`src/rtl/muldiv_unit_pkg.sv`:
```
// muldiv_unit_pkg: shared widths, op encodings and FSM state codes for the multiply/divide unit
package muldiv_unit_pkg;
   localparam int DATA_WIDTH = 32;
   localparam int CNT_WIDTH = $clog2(DATA_WIDTH);
   typedef enum logic [1:0] {OP_MULT = 2'b00, OP_MULTU = 2'b01, OP_DIV = 2'b10, OP_DIVU = 2'b11} op_e;
   typedef enum logic [1:0] {S_IDLE = 2'b00, S_RUN = 2'b01, S_FIX = 2'b10} state_e;
endpackage

```
`src/rtl/muldiv_unit_step.sv`:
```
// muldiv_step: one combinational iteration over {acc, q}; is_div picks restoring divide, else shift-add multiply; m is multiplicand/divisor magnitude
module muldiv_step
   import muldiv_unit_pkg::*;
(
   input  logic                  is_div,
   input  logic [DATA_WIDTH-1:0] acc,
   input  logic [DATA_WIDTH-1:0] q,
   input  logic [DATA_WIDTH-1:0] m,
   output logic [DATA_WIDTH-1:0] acc_n,
   output logic [DATA_WIDTH-1:0] q_n
);
   logic [DATA_WIDTH:0]   sum;
   logic [DATA_WIDTH-1:0] shl;
   logic [DATA_WIDTH-1:0] diff;
   logic                  ge;
   always_comb begin
      sum   = {1'b0, acc} + (q[0] ? {1'b0, m} : '0);
      shl   = {acc[DATA_WIDTH-2:0], q[DATA_WIDTH-1]};
      // the shifted remainder is one bit wider than m, so compare on the full width
      ge    = {acc, q[DATA_WIDTH-1]} >= {1'b0, m};
      diff  = shl - m;
      acc_n = is_div ? (ge ? diff : shl) : sum[DATA_WIDTH:1];
      q_n   = is_div ? {q[DATA_WIDTH-2:0], ge} : {sum[0], q[DATA_WIDTH-1:1]};
   end
endmodule

```
`src/rtl/muldiv_unit.sv`:
```
// muldiv_unit: iterative MULT/MULTU/DIV/DIVU with HI/LO registers; ports clk, rst, start/op/src_a/src_b request, hi_we/lo_we/wdata MTHI/MTLO, busy/done handshake, hi/lo results
module muldiv_unit
   import muldiv_unit_pkg::*;
(
   input  logic                  clk,
   input  logic                  rst,
   input  logic                  start,
   input  logic [1:0]            op,
   input  logic [DATA_WIDTH-1:0] src_a,
   input  logic [DATA_WIDTH-1:0] src_b,
   input  logic                  hi_we,
   input  logic                  lo_we,
   input  logic [DATA_WIDTH-1:0] wdata,
   output logic                  busy,
   output logic                  done,
   output logic [DATA_WIDTH-1:0] hi,
   output logic [DATA_WIDTH-1:0] lo
);
   localparam logic [CNT_WIDTH-1:0] LAST = CNT_WIDTH'(DATA_WIDTH - 1);
   state_e                  state;
   logic [CNT_WIDTH-1:0]    cnt;
   logic                    is_div, neg_q, neg_r, dz;
   logic [DATA_WIDTH-1:0]   acc, q, m, acc_n, q_n;
   logic                    op_div, op_sgn, a_neg, b_neg;
   logic [DATA_WIDTH-1:0]   a_mag, b_mag, res_hi, res_lo;
   logic [2*DATA_WIDTH-1:0] prod;
   muldiv_step u_step (
      .is_div(is_div),
      .acc   (acc),
      .q     (q),
      .m     (m),
      .acc_n (acc_n),
      .q_n   (q_n)
   );
   always_comb begin
      op_div = op == OP_DIV || op == OP_DIVU;
      op_sgn = op == OP_MULT || op == OP_DIV;
      a_neg  = op_sgn & src_a[DATA_WIDTH-1];
      b_neg  = op_sgn & src_b[DATA_WIDTH-1];
      a_mag  = a_neg ? -src_a : src_a;
      b_mag  = b_neg ? -src_b : src_b;
      prod   = neg_q ? -{acc, q} : {acc, q};
      // with a zero divisor every step passes the dividend through acc, so the
      // sign-corrected remainder equals the original dividend
      res_hi = is_div ? (neg_r ? -acc : acc) : prod[2*DATA_WIDTH-1:DATA_WIDTH];
      res_lo = !is_div ? prod[DATA_WIDTH-1:0] : dz ? '1 : (neg_q ? -q : q);
   end
   always_ff @(posedge clk or posedge rst)
      if (rst) begin
         state  <= S_IDLE;
         cnt    <= '0;
         busy   <= 1'b0;
         done   <= 1'b0;
         hi     <= '0;
         lo     <= '0;
         is_div <= 1'b0;
         neg_q  <= 1'b0;
         neg_r  <= 1'b0;
         dz     <= 1'b0;
         acc    <= '0;
         q      <= '0;
         m      <= '0;
      end else begin
         done <= 1'b0;
         if (state == S_IDLE) begin
            if (hi_we) hi <= wdata;
            if (lo_we) lo <= wdata;
         end
         if (state == S_RUN) begin
            acc <= acc_n;
            q   <= q_n;
            cnt <= cnt + 1'b1;
            if (cnt == LAST) state <= S_FIX;
         end
         if (state == S_FIX) begin
            hi    <= res_hi;
            lo    <= res_lo;
            done  <= 1'b1;
            busy  <= 1'b0;
            state <= S_IDLE;
         end
         // accepting in FIX lets a back-to-back start land on the result edge
         if (start && state != S_RUN) begin
            state  <= S_RUN;
            busy   <= 1'b1;
            cnt    <= '0;
            is_div <= op_div;
            neg_q  <= a_neg ^ b_neg;
            neg_r  <= a_neg;
            dz     <= src_b == '0;
            acc    <= '0;
            q      <= a_mag;
            m      <= b_mag;
         end
      end
endmodule
```
`config.mk`:
```
export PLATFORM = sky130hd
export DESIGN_NAME = muldiv_unit
export DESIGN_NICKNAME = d
export VERILOG_FILES = /design/src/rtl/muldiv_unit_pkg.sv /design/src/rtl/muldiv_unit_step.sv /design/src/rtl/muldiv_unit.sv
export SDC_FILE = /design/constraint.sdc
export NUM_CORES = 1
export LEC_CHECK = 0
export CORE_MARGIN = 4
export CORE_UTILIZATION = 35
export CTS_CLUSTER_SIZE = 12
export DETAILED_ROUTE_END_ITERATION = 8
export GPL_ROUTABILITY_DRIVEN = 0
export PLACE_DENSITY = 0.59
export SLEW_MARGIN = 40
export SYNTH_ARGS = -nofsm -noshare
export SYNTH_HDL_FRONTEND = slang
export SYNTH_SLANG_ARGS = --single-unit
```
`constraint.sdc`:
```
create_clock -name clk -period 15.3 [get_ports clk]
set_input_delay 3.06 -clock clk [delete_from_list [all_inputs] [get_ports clk]]
set_output_delay 3.06 -clock clk [all_outputs]
set_load 0.01 [all_outputs]
```
==> out/metrics.yaml <==
status: "finished clean"
crit_required_ps: 15610
syn2layout_area_growth_pct: 18.1
grt_pass1_vias: 13256
final-seq-area_sq_um: 4330
synth_cell_type_count: 86
route.detailed.drc: 0
period_share_pct: 35.6
cts_resized: 0
start_util_pct: 35.7
grt_pass1_wl_um: 77500
cp_slowest_cell: "or4_4"
grt.total_usage_pct: 21.7
syn_area_sq_um: 14700
cap_violations: 0
relSlewSlack_pct: 40.6
vias: 14152
place_ws_ps: 9390
cp_max_fo: 4
tightest_slew_ps: 889
wl_per_cell_um: 20.7
multi_input_area_sq_um: 9720
synth.top_cells.by_count: "178 x nand2_1, 173 x dfrtp_1, 160 x a21oi_1"
diodes: 0
synth_nets: 1994
worstPathBufferInverterCount: 1
clock-root-buffer: "clkbuf_16"
grt-ovfl-total: 0
die_x_um: 213
layout-drive-gt1-share_pct: 4.48
nets: 2083
cts_made_buffers: 17
die_area_sq_um: 45400
core_area_sq_um: 41200
tns_ps: 0
hold_path_class: "reg2reg"
clk_path_buf_depth: 2
netlist.area_leader.share_pct: 29.4
port_buffers: 168
antenna_found_initial: 1
leakagePower_nw: 7.36
postCtsHoldBufs: 0
slew_viol_final: 0
synth-main-ff-cell: "dfrtp_1"
fp.dieH_um: 213
cellPowerDensity_nw_per_um2: 252
cp.arrival_ps: 5750
place_hpwl_um: 38400
synth_area_leaders: "dfrtp_1 29%, ha_1 6.2%, xor2_1 5.7%"
crit_path_frequent_cell: "or4_4"
peakVddDrop_mv: 0.124
io_pins: 169
dp_cells: 2418
clkTransAtPathRegs_ps: 70
instances_no_fill: 2450
cts.htree.levels: 4
max_freq_ghz: 0.184
cts_sinks: 173
tritoncts: "yes"
cp-start-kind: "primary input"
drt-initial-drc-count: 1251
vias_per_cell: 5.78
fin_skew_ps: 17.1
first_pass_iters: 7
grt_max_degree: 74
power_mw: 4.38
critPathKind: "in2reg"
synth_area_per_cell_sq_um: 8.10
crit_path_cell_trace: "clkdlybuf4s50_1, or4_4, or4_4, nor4b_2, nand2_2, nor4_4, a21oi_1, xnor2_1, o21ai_1"
rsz0062_at_grt: "no"
synth_edf_count: 0
syn_inst: 1816
hold_viol_final: 0
hold_depth: 2
crit_cells: 9
crit_family: "simple AND/OR/NAND/NOR gates"
setup_ws_ps: 9860
setup_violations: 0
yosys_warnings: 0
worst_r2r_path_depth: 12
fin_crit_ps: 5440
drtAntennaViolNets: 0
async_flop_share_pct: 100
post_cts_buffers: 0
end_kind: "register"
synth-seq-cells: 173
clock_latency_ps: 460
slowest_delay_ps: 570
synth.most_common_cell: "nand2_1"
synth-seq-area-share_pct: 29.4
synth_top_area_cell: "dfrtp_1"
fill_cells: 4086
row_count: 74
route.final.wire_length_um: 50800
flip-flops by register name, indices dropped and copies added, names as in the netlist, 2 cells and up:
register and cells:
hi 32, state 2, acc 32, lo 32, q 32, cnt 5, m 32
layout by cell type (no fill, tap or decap), drive strengths merged, types with 50 or more instances in the layout:
master,Yosys,routed
xor2,95,95
nor2,126,126
dfrtp,173,173
ha,73,73
a211oi,59,59
mux2i,75,75
clkdlybuf4s50,0,167
nand2,180,180
a21oi,160,160
xnor2,69,69
and3,50,50
inv,64,72
o21ai,174,174
per-stage QoR:
step                      hold slack, ps  utilization, %  cell area [sq um]
final                                484            42.2              17400
after global routing                 515            42.2              17400
after CTS                            489            42.1              17400
after detailed placement             473            40.7              16800
after global placement               463            40.7              16800
after floorplan                      450               -              14700
final cells by class:
cell class	count	share of cell area, %
clock inverters	13	0.713
flip-flops and latches	173	24.9
inverters	64	1.41
well taps	532	3.83
clock buffers	19	2.61
multi-input cells	1464	56.0
repair buffers	185	10.5
path summary, 6_finish.rpt:
| check | from | end | slack [ps] |
|---|---|---|---|
| max in group asynchronous | rst | is_div | 11280 |
| worst min-delay path | m[6] | m[6] | 480 |
| min in group asynchronous | rst | q[12] | 2990 |
| worst min register to register | m[6] | m[6] | 480 |
| worst max-delay path | src_b[8] | m[30] | 9860 |
| worst max register to register | q[0] | acc[30] | 11250 |
where the power goes:
part           switching, mW  internal, mW
sequential             0.334         0.689
combinational           1.70          1.21
clock                  0.218         0.224
total                   2.26          2.13
layer usage:
metal	track usage (%)	routed length, um	part of all wire (%)
met1	32.2	23600	46
met2	34.1	22800	45
met3	2.94	3840	7.6
met4	4.38	580	1.1
met5	0	11	0.022
tightest hold or removal path: stages, from the launching register on:
cell,delay [ps]
dfrtp_1,350
nand2_1,50
o21ai_0,60
logic make-up (layout without fill, tap and decap cells):
family / Yosys count / count (layout) / synth area share [%]
AO/OA/AOI/OAI: 598 / 598 / 25.8
XOR/XNOR: 164 / 164 / 9.76
adder cells (fa/ha/maj): 75 / 75 / 6.48
buffers and inverters: 179 / 281 / 4.68
flip-flops: 173 / 173 / 29.4
multiplexers: 78 / 78 / 5.33
AND/OR/NAND/NOR: 549 / 549 / 18.6
(Power assumes the default switching activity.)
